**src/rtl/rf_wb_pkg.sv**
```systemverilog
// ============================================================================
// Package : rf_wb_pkg
// Shared widths, the write-back entry type and the zero-register constant
// used by the register-file write-back queue.
// Revision: 1.0 - initial release
// ============================================================================
`default_nettype none

package rf_wb_pkg;

    localparam int RF_AW   = 5;
    localparam int RF_XLEN = 32;

    typedef struct packed {
        logic [RF_AW-1:0]   addr;
        logic [RF_XLEN-1:0] data;
    } wb_entry_t;

    // Writes to the hard-wired zero register are dropped at the door.
    localparam logic [RF_AW-1:0] REG_ZERO = '0;

endpackage

`default_nettype wire

```
**src/rtl/rf_wb_queue_if.sv**
```systemverilog
// ============================================================================
// Interface : rf_wb_queue_if
// Producer handshakes, register-file write port and scoreboard query bus
// of the write-back queue. slave = queue side, master = environment side.
// Revision: 1.0 - initial release
// ============================================================================
`default_nettype none

interface rf_wb_queue_if
    import rf_wb_pkg::*;
#(
    parameter int AW   = RF_AW,
    parameter int XLEN = RF_XLEN
);
    logic            a_valid;
    logic            a_ready;
    logic [AW-1:0]   a_addr;
    logic [XLEN-1:0] a_data;
    logic            b_valid;
    logic            b_ready;
    logic [AW-1:0]   b_addr;
    logic [XLEN-1:0] b_data;
    logic            rf_wr;
    logic [AW-1:0]   rf_a3;
    logic [XLEN-1:0] rf_wd;
    logic [AW-1:0]   q1_addr;
    logic [AW-1:0]   q2_addr;
    logic            q1_hit;
    logic            q2_hit;
    logic [XLEN-1:0] q1_data;
    logic [XLEN-1:0] q2_data;
    logic            idle;

    modport slave (
        input  a_valid, a_addr, a_data, b_valid, b_addr, b_data, q1_addr, q2_addr,
        output a_ready, b_ready, rf_wr, rf_a3, rf_wd, q1_hit, q2_hit, q1_data, q2_data, idle
    );

    modport master (
        output a_valid, a_addr, a_data, b_valid, b_addr, b_data, q1_addr, q2_addr,
        input  a_ready, b_ready, rf_wr, rf_a3, rf_wd, q1_hit, q2_hit, q1_data, q2_data, idle
    );

endinterface

`default_nettype wire

```
**src/rtl/rf_wb_fifo.sv**
```systemverilog
// ============================================================================
// Module  : rf_wb_fifo
// Two-write / one-read circular buffer with occupancy count. All entries are
// presented oldest-first (index 0 = head) with a valid mask so the owner can
// scan them for pending-write hazards.
// Revision: 1.0 - initial release
// ============================================================================
`default_nettype none

module rf_wb_fifo
    import rf_wb_pkg::*;
#(
    parameter int DEPTH = 4,
    parameter int AW    = RF_AW,
    parameter int XLEN  = RF_XLEN,
    parameter int CW    = $clog2(DEPTH) + 1
) (
    input  wire logic                       clk,
    input  wire logic                       rst,
    input  wire logic                       push0_i,
    input  wire logic [AW-1:0]              push0_addr_i,
    input  wire logic [XLEN-1:0]            push0_data_i,
    input  wire logic                       push1_i,
    input  wire logic [AW-1:0]              push1_addr_i,
    input  wire logic [XLEN-1:0]            push1_data_i,
    input  wire logic                       pop_i,
    output logic      [CW-1:0]              count_o,
    output logic      [DEPTH-1:0]           valid_o,
    output logic      [DEPTH-1:0][AW-1:0]   addr_o,
    output logic      [DEPTH-1:0][XLEN-1:0] data_o
);

    localparam int PW = $clog2(DEPTH);

    logic [AW-1:0]   addr_mem [DEPTH];
    logic [XLEN-1:0] data_mem [DEPTH];
    logic [PW-1:0]   wr_ptr_q;
    logic [PW-1:0]   rd_ptr_q;
    logic [CW-1:0]   count_q;
    logic [PW-1:0]   wr_ptr_p1;

    assign wr_ptr_p1 = wr_ptr_q + PW'(1);
    assign count_o   = count_q;

    // Pointer and occupancy bookkeeping; DEPTH is a power of two so wrap is free.
    always_ff @(posedge clk or posedge rst) begin
        if (rst) begin
            wr_ptr_q <= '0;
            rd_ptr_q <= '0;
            count_q  <= '0;
        end else begin
            wr_ptr_q <= wr_ptr_q + PW'(push0_i) + PW'(push1_i);
            rd_ptr_q <= rd_ptr_q + PW'(pop_i);
            count_q  <= count_q + CW'(push0_i) + CW'(push1_i) - CW'(pop_i);
        end
    end

    // Storage; second push always lands right behind the first.
    always_ff @(posedge clk) begin
        if (push0_i) begin
            addr_mem[wr_ptr_q] <= push0_addr_i;
            data_mem[wr_ptr_q] <= push0_data_i;
        end
        if (push1_i) begin
            addr_mem[wr_ptr_p1] <= push1_addr_i;
            data_mem[wr_ptr_p1] <= push1_data_i;
        end
    end

    // Age-ordered view of the buffer, head first.
    for (genvar k = 0; k < DEPTH; k++) begin : g_view
        logic [PW-1:0] idx;
        assign idx        = rd_ptr_q + PW'(k);
        assign addr_o[k]  = addr_mem[idx];
        assign data_o[k]  = data_mem[idx];
        assign valid_o[k] = (CW'(k) < count_q);
    end

endmodule

`default_nettype wire

```
**src/rtl/rf_wb_queue.sv**
```systemverilog
// ============================================================================
// Module  : rf_wb_queue
// Register-file write-back initiator. Merges a priority producer (A) and a
// long-latency producer (B) into an in-order FIFO that drains one write per
// cycle into the register-file write port, and answers two pending-write
// scoreboard queries.
// Build option: RF_WB_FWD_EN - when defined, queries also return the data of
// the youngest pending write; otherwise query data is tied to zero.
// Revision: 1.0 - initial release
// ============================================================================
`default_nettype none

module rf_wb_queue
    import rf_wb_pkg::*;
#(
    parameter int DEPTH = 4,
    parameter int XLEN  = RF_XLEN,
    parameter int AW    = RF_AW
) (
    input  wire logic    clk,
    input  wire logic    rst,
    rf_wb_queue_if.slave bus
);

    localparam int CW = $clog2(DEPTH) + 1;

`ifdef RF_WB_FWD_EN
    localparam bit FWD_EN = 1'b1;
`else
    localparam bit FWD_EN = 1'b0;
`endif

    logic [CW-1:0]              count;
    logic [CW-1:0]              free;
    logic [DEPTH-1:0]           ent_valid;
    logic [DEPTH-1:0][AW-1:0]   ent_addr;
    logic [DEPTH-1:0][XLEN-1:0] ent_data;
    logic                       acc_a, acc_b, enq_a, enq_b, pop;
    logic                       push0, push1;
    logic [AW-1:0]              push0_addr;
    logic [XLEN-1:0]            push0_data;

    logic                       rf_wr_q, rf_wr_d;
    logic [AW-1:0]              rf_a3_q, rf_a3_d;
    logic [XLEN-1:0]            rf_wd_q, rf_wd_d;

    // Readiness uses start-of-cycle occupancy only; a same-cycle pop is not
    // credited, which keeps ready off the pop path.
    assign free        = CW'(DEPTH) - count;
    assign bus.a_ready = (free >= CW'(1));
    assign bus.b_ready = (free >= (bus.a_valid ? CW'(2) : CW'(1)));

    assign acc_a = bus.a_valid && bus.a_ready;
    assign acc_b = bus.b_valid && bus.b_ready;
    assign enq_a = acc_a && (bus.a_addr != AW'(REG_ZERO));
    assign enq_b = acc_b && (bus.b_addr != AW'(REG_ZERO));

    // A is always the older of a same-cycle pair.
    assign push0      = enq_a || enq_b;
    assign push0_addr = enq_a ? bus.a_addr : bus.b_addr;
    assign push0_data = enq_a ? bus.a_data : bus.b_data;
    assign push1      = enq_a && enq_b;
    assign pop        = (count != '0);

    rf_wb_fifo #(
        .DEPTH (DEPTH),
        .AW    (AW),
        .XLEN  (XLEN)
    ) u_fifo (
        .clk          (clk),
        .rst          (rst),
        .push0_i      (push0),
        .push0_addr_i (push0_addr),
        .push0_data_i (push0_data),
        .push1_i      (push1),
        .push1_addr_i (bus.b_addr),
        .push1_data_i (bus.b_data),
        .pop_i        (pop),
        .count_o      (count),
        .valid_o      (ent_valid),
        .addr_o       (ent_addr),
        .data_o       (ent_data)
    );

    // Next write-port contents: load the head on a pop, otherwise hold address/data.
    always_comb begin
        rf_wr_d = pop;
        rf_a3_d = rf_a3_q;
        rf_wd_d = rf_wd_q;
        if (pop) begin
            rf_a3_d = ent_addr[0];
            rf_wd_d = ent_data[0];
        end
    end

    // Register-file write port register.
    always_ff @(posedge clk or posedge rst) begin
        if (rst) begin
            rf_wr_q <= 1'b0;
            rf_a3_q <= '0;
            rf_wd_q <= '0;
        end else begin
            rf_wr_q <= rf_wr_d;
            rf_a3_q <= rf_a3_d;
            rf_wd_q <= rf_wd_d;
        end
    end

    assign bus.rf_wr = rf_wr_q;
    assign bus.rf_a3 = rf_a3_q;
    assign bus.rf_wd = rf_wd_q;
    assign bus.idle  = (count == '0) && !rf_wr_q;

    // One scoreboard lookup per query port; index 0 = q1, index 1 = q2.
    for (genvar n = 0; n < 2; n++) begin : g_sb
        logic [AW-1:0]   qaddr;
        logic            hit;
        logic [XLEN-1:0] data;

        assign qaddr = (n == 0) ? bus.q1_addr : bus.q2_addr;

        // Scan oldest to youngest so the last match left standing is the youngest.
        always_comb begin
            hit  = 1'b0;
            data = '0;
            if (rf_wr_q && (rf_a3_q == qaddr)) begin
                hit  = 1'b1;
                data = rf_wd_q;
            end
            for (int k = 0; k < DEPTH; k++) begin
                if (ent_valid[k] && (ent_addr[k] == qaddr)) begin
                    hit  = 1'b1;
                    data = ent_data[k];
                end
            end
            if (qaddr == AW'(REG_ZERO)) begin
                hit  = 1'b0;
                data = '0;
            end
            if (!FWD_EN) begin
                data = '0;
            end
        end
    end

    assign bus.q1_hit  = g_sb[0].hit;
    assign bus.q1_data = g_sb[0].data;
    assign bus.q2_hit  = g_sb[1].hit;
    assign bus.q2_data = g_sb[1].data;

endmodule

`default_nettype wire
```
**src/flat_wrapper.sv**
```systemverilog
// flat-port wrapper written by rule: the top's interface ports become plain ports
module rf_wb_queue_flat import rf_wb_pkg::*;
#(
    parameter int DEPTH = 4,
    parameter int XLEN  = RF_XLEN,
    parameter int AW    = RF_AW
)
  (clk, rst, bus_a_valid, bus_a_addr, bus_a_data, bus_b_valid, bus_b_addr, bus_b_data, bus_q1_addr, bus_q2_addr, bus_a_ready, bus_b_ready, bus_rf_wr, bus_rf_a3, bus_rf_wd, bus_q1_hit, bus_q2_hit, bus_q1_data, bus_q2_data, bus_idle);
  rf_wb_queue_if #(.AW(AW), .XLEN(XLEN)) bus_i ();
  input  wire logic clk;
  input  wire logic rst;
  input wire logic [$bits(bus_i.a_valid)-1:0] bus_a_valid;
  input wire logic [$bits(bus_i.a_addr)-1:0] bus_a_addr;
  input wire logic [$bits(bus_i.a_data)-1:0] bus_a_data;
  input wire logic [$bits(bus_i.b_valid)-1:0] bus_b_valid;
  input wire logic [$bits(bus_i.b_addr)-1:0] bus_b_addr;
  input wire logic [$bits(bus_i.b_data)-1:0] bus_b_data;
  input wire logic [$bits(bus_i.q1_addr)-1:0] bus_q1_addr;
  input wire logic [$bits(bus_i.q2_addr)-1:0] bus_q2_addr;
  output wire logic [$bits(bus_i.a_ready)-1:0] bus_a_ready;
  output wire logic [$bits(bus_i.b_ready)-1:0] bus_b_ready;
  output wire logic [$bits(bus_i.rf_wr)-1:0] bus_rf_wr;
  output wire logic [$bits(bus_i.rf_a3)-1:0] bus_rf_a3;
  output wire logic [$bits(bus_i.rf_wd)-1:0] bus_rf_wd;
  output wire logic [$bits(bus_i.q1_hit)-1:0] bus_q1_hit;
  output wire logic [$bits(bus_i.q2_hit)-1:0] bus_q2_hit;
  output wire logic [$bits(bus_i.q1_data)-1:0] bus_q1_data;
  output wire logic [$bits(bus_i.q2_data)-1:0] bus_q2_data;
  output wire logic [$bits(bus_i.idle)-1:0] bus_idle;
  assign bus_i.a_valid = bus_a_valid;
  assign bus_i.a_addr = bus_a_addr;
  assign bus_i.a_data = bus_a_data;
  assign bus_i.b_valid = bus_b_valid;
  assign bus_i.b_addr = bus_b_addr;
  assign bus_i.b_data = bus_b_data;
  assign bus_i.q1_addr = bus_q1_addr;
  assign bus_i.q2_addr = bus_q2_addr;
  assign bus_a_ready = bus_i.a_ready;
  assign bus_b_ready = bus_i.b_ready;
  assign bus_rf_wr = bus_i.rf_wr;
  assign bus_rf_a3 = bus_i.rf_a3;
  assign bus_rf_wd = bus_i.rf_wd;
  assign bus_q1_hit = bus_i.q1_hit;
  assign bus_q2_hit = bus_i.q2_hit;
  assign bus_q1_data = bus_i.q1_data;
  assign bus_q2_data = bus_i.q2_data;
  assign bus_idle = bus_i.idle;
  rf_wb_queue #(.DEPTH(DEPTH), .XLEN(XLEN), .AW(AW)) u_core (.clk(clk), .rst(rst), .bus(bus_i));
endmodule
```
**config.mk**
```make
export PLATFORM = sky130hd
export DESIGN_NAME = rf_wb_queue_flat
export DESIGN_NICKNAME = d
export VERILOG_FILES = /design/src/rtl/rf_wb_pkg.sv /design/src/rtl/rf_wb_queue_if.sv /design/src/rtl/rf_wb_fifo.sv /design/src/rtl/rf_wb_queue.sv /design/src/flat_wrapper.sv
export SDC_FILE = /design/constraint.sdc
export NUM_CORES = 1
export LEC_CHECK = 0
export CORE_UTILIZATION = 50
export DETAILED_ROUTE_END_ITERATION = 7
export GPL_TIMING_DRIVEN = 0
export PLACE_DENSITY = 0.76
export SLEW_MARGIN = 25
export SYNTH_ARGS = -nofsm -noshare
export SYNTH_HDL_FRONTEND = slang
export SYNTH_SLANG_ARGS = --single-unit
```
**constraint.sdc**
```tcl
create_clock -name clk -period 14.85 [get_ports clk]
set_input_delay 2.97 -clock clk [delete_from_list [all_inputs] [get_ports clk]]
set_output_delay 2.97 -clock clk [all_outputs]
set_load 0.005 [all_outputs]
```
After elaboration in Yosys (flattened, before gate mapping)
Memories as Yosys holds them, arrays and structs flattened. A register that Yosys moved wholly into a read port is not among the register bits.
Cells that the tools add are included.
Word-level totals
  input bits: 88
  register bits: 13
  output and inout bits: 107
  RAM bits: 148
  logic and storage cells: 77
  memories kept: 2
Cells by class
  reduce and logical (&&, ||, !) cells: 24
  add/subtract/negate cells: 11
  $lt $le $gt $ge: 6
  eq/ne operators: 10
  multiplexer cells: 19
Memories
  u_core.u_fifo.data_mem: depth 4, width 32, read ports 1, clocked after memory_dff 1, wr ports 2, RTL line rf_wb_fifo.sv:36  | logic [XLEN-1:0] data_mem [DEPTH];
  u_core.u_fifo.addr_mem: depth 4, width 5, read ports 4, clocked after memory_dff 0, wr ports 2, RTL line rf_wb_fifo.sv:35  | logic [AW-1:0] addr_mem [DEPTH];
Operators by type and width (number)
  == test 5 bit: 10
  two-way mux 32 bit: 1
  logical AND 1 bit: 16
  two-way mux 1 bit: 16
  zero test 5 bit: 2
  nonzero test 5 bit: 2
  adder 2 x 1 -> 2 bit: 3
  adder 3 x 1 -> 3 bit: 2
  less-than comparator 1 x 3 -> 1 bit, first input constant: 2
  less-than comparator 2 x 3 -> 1 bit, first input constant: 2
  two-way mux 5 bit: 1
  adder 2 x 1 -> 2 bit, second input constant: 2
  adder 2 bit, second input constant: 2
  >= comparator 3 x 1 -> 1 bit, second input constant: 1
  >= comparator 3 bit: 1
  zero test 3 bit: 1
  nonzero test 3 bit: 1
  subtractor 3 x 1 -> 3 bit: 1
  subtractor 3 bit, first input constant: 1
  two-way mux 2 bit: 1
  zero test 1 bit: 1
  logical OR 1 bit: 1

Logic depth before layout (Yosys ltp)
  depth in word-level cells: 8
  depth in mapped cells: 13

Cells and area by module
A second synthesis with hierarchy kept.
Unflattened totals
  cells, all modules: 835
  area, all modules: 13583.0 um2
By module, submodules not included
  rf_wb_fifo: sequential area each 4619.4 um2, area each 10417.5 um2, cells each 534, times used 1
  rf_wb_queue: sequential area each 950.9 um2, area each 3165.5 um2, cells each 301, times used 1

Least setup slack after synthesis
OpenSTA, ideal clock, no wires.
  path type: in2reg
  start: in bus_a_valid
  end: mem u_core.u_fifo.addr_mem[0][0] (netlist name) (enable)
  cell stages on the path: 8
  path slack: 7656 ps
  path buffers: 0
  arrival: 6707 ps
  required time: 14363 ps
  library setup time: 487 ps
  cells stage by stage: inv_1 > ha_1 > nand2b_1 > a211o_1 > o211ai_4 > nand2_1 > inv_1 > o31ai_1
RTL lines
  start: declaration: RTL line flat_wrapper.sv:12  | input wire logic [$bits(bus_i.a_valid)-1:0] bus_a_valid;
  end: declaration: RTL line rf_wb_fifo.sv:35

Worst setup path in the final report
  start: in bus_q2_addr[2]
  end: out bus_q2_hit
Between the ends
  longest elaborated chain between the ends: 8
RTL lines
  start: declaration: RTL line flat_wrapper.sv:19  | input wire logic [$bits(bus_i.q2_addr)-1:0] bus_q2_addr;
  == test 5 bit: RTL line rf_wb_queue.sv:126  | if (rf_wr_q && (rf_a3_q == qaddr)) begin
  logical AND 1 bit: RTL line rf_wb_queue.sv:126
  two-way mux 1 bit: RTL line rf_wb_queue.sv:126
  two-way mux 1 bit (4 in a row): RTL line rf_wb_queue.sv:131  | if (ent_valid[k] && (ent_addr[k] == qaddr)) begin
  two-way mux 1 bit (*): RTL line rf_wb_queue.sv:136  | if (qaddr == AW'(REG_ZERO)) begin
  end: declaration: RTL line flat_wrapper.sv:26  | output wire logic [$bits(bus_i.q2_hit)-1:0] bus_q2_hit;
Mark *: on every way between the ends. The rest lies on a longest branch, timed or not.

==> impl_metrics.toml <==
[clocking]
tritoncts = "done"
cts_buffers = 17
clock_path_buffers = 2
cts_root_buffer = "sky130_fd_sc_hd__clkbuf_16"
hold_buffers = 0
cts_sinks = 193
postCtsSetupBuffers = 0
clkTransAtPathRegs_ns = 0.07
insertion_delay_of_the_later_clocked_pin_in_the_worst_skew_pair_ns = 0.44
cts.htree.levels = 4
cts_resized = 0

[floorplan]
core_region_area_um2 = 22030
die_x_um = 152.5
fp-row-count = 54
initial_utilization = 0.5141
io_pins = 195
chipHeight_um = 152.5
design.die.area_um2 = 23250

[status]
status = "complete, but fails checks"
failed_checks = "design-rule violations"

[grt]
global_route_wire_length_before_repair_um = 37540
number_of_antenna_violations_at_the_first_check_in_global_routing = 2
grt_max_degree = 46
grt-ovfl-total = 0
grt_pass1_vias = 6712
grt_usage = 0.2161

[placed_design]
hpwl_um = 17480
placed_cells = 1247
port_buffers = 120
gp_routability_congestion = 0.8723
postPlaceCellArea_um2 = 13290

[routing]
wl_met1_um = 9687
via_count = 6719
met3WireLength_um = 1501
route.antenna.remaining_nets = 0
amount_of_wire_on_met2_after_detailed_routing_um = 12760
routed.top_layer = "met5"
via_per_inst = 5.249
detail_route.wl_per_cell_um = 19.16
drc = 14
detailedRoute.firstIterationViolations = 435
drt_wl_total_um = 24530
drt-pass1-iter-count = 8

[sta]
timing.final.setup_violations = 0
maxSlewViolCount = 0
period_needed_ns = 7.789
maxClockFrequency_mhz = 128.4
hold_ws_ns = 0.4707
rsz0062_at_grt = "false"
slew_headroom = 0.4711
tightestPinTransition_ns = 0.7934
final_min_period_over_clock_period = 0.5245
report.final.hold_viol_count = 0
fin_worst_skew_ns = 0.009082
setup_tns_ns = 0

[synthesis]
synth_cells = 777
muxShareOfSynthArea = 0.2993
ys.warnings.count = 0
synth_compound_area_frac = 0.01967
portion_of_the_post_synthesis_area_used_by_sequential_elements = 0.4919
synth_cell_type_count = 48
postSynthRegisterBits = 193
synth_simple_gate_area_frac = 0.05856
yosys.area_share.adder = 0.01525
syn_area_um2 = 11320
synth_xor_xnor_area_share = 0.04254
avgSynthCellArea_um2 = 14.57
synth_top_family_by_area = "multiplexers"

[critical_path]
critical_path_endpoint_category = "primary output"
crit_type = "in -> out"
worst_setup_path_start_kind = "input port"
timing.critical_path.arrival_ns = 4.82
worstPathRequired_ns = 11.88
crit_fanout = 7

[pwr]
max-vdd-ir-drop_mv = 0.1142
p_switching_uw = 1012
pd_cells_nw_per_um2 = 209.1
clock_power_share = 0.159
total_power_draw_uw = 2905
p_int_uw = 1893
power.switching_fraction = 0.3483
sequentialPowerShare = 0.338
power_leakage_uw = 0.005729
power.combinational.fraction = 0.503

[final_layout]
final_cell_area_um2 = 13890
final_non_filler_cell_total = 1280
fillers = 1727
multiInputGateArea_um2 = 5213
register_area_um2 = 5570
syn_to_final_growth_pct = 22.66
finalNetCount = 1086
post_route_cells_drive_above_1_share = 0.3343

[run]
max_cap_viol_count = 0

[worst_hold_path]
timing.hold.worst.class = "reg -> reg"
## per-stage QoR
| stage | utilization | worst slack [ns] |
|---|---|---|
| 3_5_place_dp | 0.6033 | 7.067 |
| 4_1_cts | 0.6305 | 7.058 |
| 5_1_grt | 0.6306 | 6.922 |
| 6_report | 0.6306 | 7.061 |
| 2_1_floorplan | - | 7.656 |
| 3_3_place_gp | 0.5953 | 4.889 |
## routing by layer
metal	global-route usage	vias to the layer above
met5	0	-
met4	0.08369	2
met3	0.04437	40
met2	0.3845	242
met1	0.2576	3296
li1	-	3139
## power by group through the flow
| stage | combinational (uW) | sequential [uW] | clock [uW] |
|---|---|---|---|
| after detailed placement | 1470 | 991 | 0 |
| after CTS | 1480 | 983 | 467 |
| final | 1460 | 981 | 463 |
| after global placement | 1380 | 1010 | 0 |
| after floorplan | 997 | 975 | 0 |
| after global routing | 1570 | 1000 | 490 |
## worst max-delay path: stages
cell and delay (ns):
sky130_fd_sc_hd__clkbuf_1 0.42, sky130_fd_sc_hd__xnor2_1 0.18, sky130_fd_sc_hd__nand4_1 0.12, sky130_fd_sc_hd__nor4b_1 0.39, sky130_fd_sc_hd__a31oi_1 0.07, sky130_fd_sc_hd__a21oi_1 0.15
sky130_fd_sc_hd__clkdlybuf4s50_1 0.51
## path summary, 6_finish.rpt
kind                                          start                        end  slack (ns)  depth (start not counted)
max reg2reg                u_core.u_fifo.count_o[0]   u_core.u_fifo.count_o[2]       11.36                         13
min reg2reg                    u_core.bus.rf_wd[25]       u_core.bus.rf_wd[25]        0.47                          2
min                            u_core.bus.rf_wd[25]       u_core.bus.rf_wd[25]        0.47                          2
min in group asynchronous                       rst        u_core.bus.rf_a3[3]        2.98                          2
max                                  bus_q2_addr[2]                 bus_q2_hit        7.06                          7
max in group asynchronous                       rst  u_core.u_fifo.wr_ptr_q[0]       11.45                          2
## synth_stat cells, drive strengths merged
cell / instances / area [um2]
nor4: 7 / 43.79
o22a: 1 / 8.760
conb: 1 / 3.750
a22o: 1 / 8.760
a31oi: 1 / 6.260
fa: 3 / 60.06
nor2b: 2 / 12.51
xnor2: 34 / 297.8
o21ai: 8 / 77.58
nand2: 114 / 427.9
nor3: 3 / 15.01
a221oi: 1 / 8.760
o31ai: 2 / 28.78
mux2: 149 / 2128
or4b: 1 / 10.01
mux4: 48 / 1081
inv: 14 / 52.55
a21o: 1 / 7.510
a32o: 1 / 10.01
nand3: 5 / 25.02
a211o: 1 / 8.760
xor2: 21 / 183.9
nand2b: 3 / 18.77
o211ai: 1 / 21.27
and2: 1 / 6.260
buf: 89 / 691.9
o221ai: 1 / 8.760
a21oi: 3 / 15.01
nor2: 8 / 30.03
or4: 4 / 33.78
dfrtp: 45 / 1126
edfxtp: 148 / 4444
nand4: 4 / 25.02
o22ai: 2 / 12.51
clkbuf: 20 / 75.07
mux2i: 18 / 180.2
ha: 9 / 112.6
or3: 1 / 6.260
nor4b: 1 / 8.760
## kinds of logic after synthesis
group	Yosys count
buf+inv	123
fa+ha+maj	12
simple gates	154
mux	215
compound gates	24
flops	193
other cells	1
xor+xnor	55
## layout by cell type, fill, tap and decap left out, drive strengths merged, types with 5 or more instances in the layout
master,n
buf,96
clkbuf,39
clkdlybuf4s50,120
clkinv,5
conb,64
dfrtp,45
edfxtp,148
ha,9
inv,17
mux2,149
mux2i,18
mux4,48
nand2,114
nand3,5
nor2,8
nor4,7
o21ai,8
xnor2,34
xor2,21
## registers in the layout, indices dropped and copies added, names as in the netlist
name	flops
u_core.bus.rf_a3	5
u_core.bus.rf_wd	32
u_core.bus.rf_wr	1
u_core.u_fifo.addr_mem	20
u_core.u_fifo.count_o	3
u_core.u_fifo.data_mem	128
u_core.u_fifo.rd_ptr_q	2
u_core.u_fifo.wr_ptr_q	2
## area by class of cell
| type | count | share of cell area |
|---|---|---|
| plain buffers | 109 | 0.05522 |
| flip-flops and latches | 193 | 0.4010 |
| well taps | 280 | 0.02522 |
| clock inverters | 13 | 0.01117 |
| multi-input cells | 524 | 0.3753 |
| clock buffers | 19 | 0.03189 |
| repair buffers | 127 | 0.09603 |
| diodes | 1 | 0.0001802 |
| inverters | 14 | 0.003964 |
Note: power is estimated with default switching activity, not from simulation.
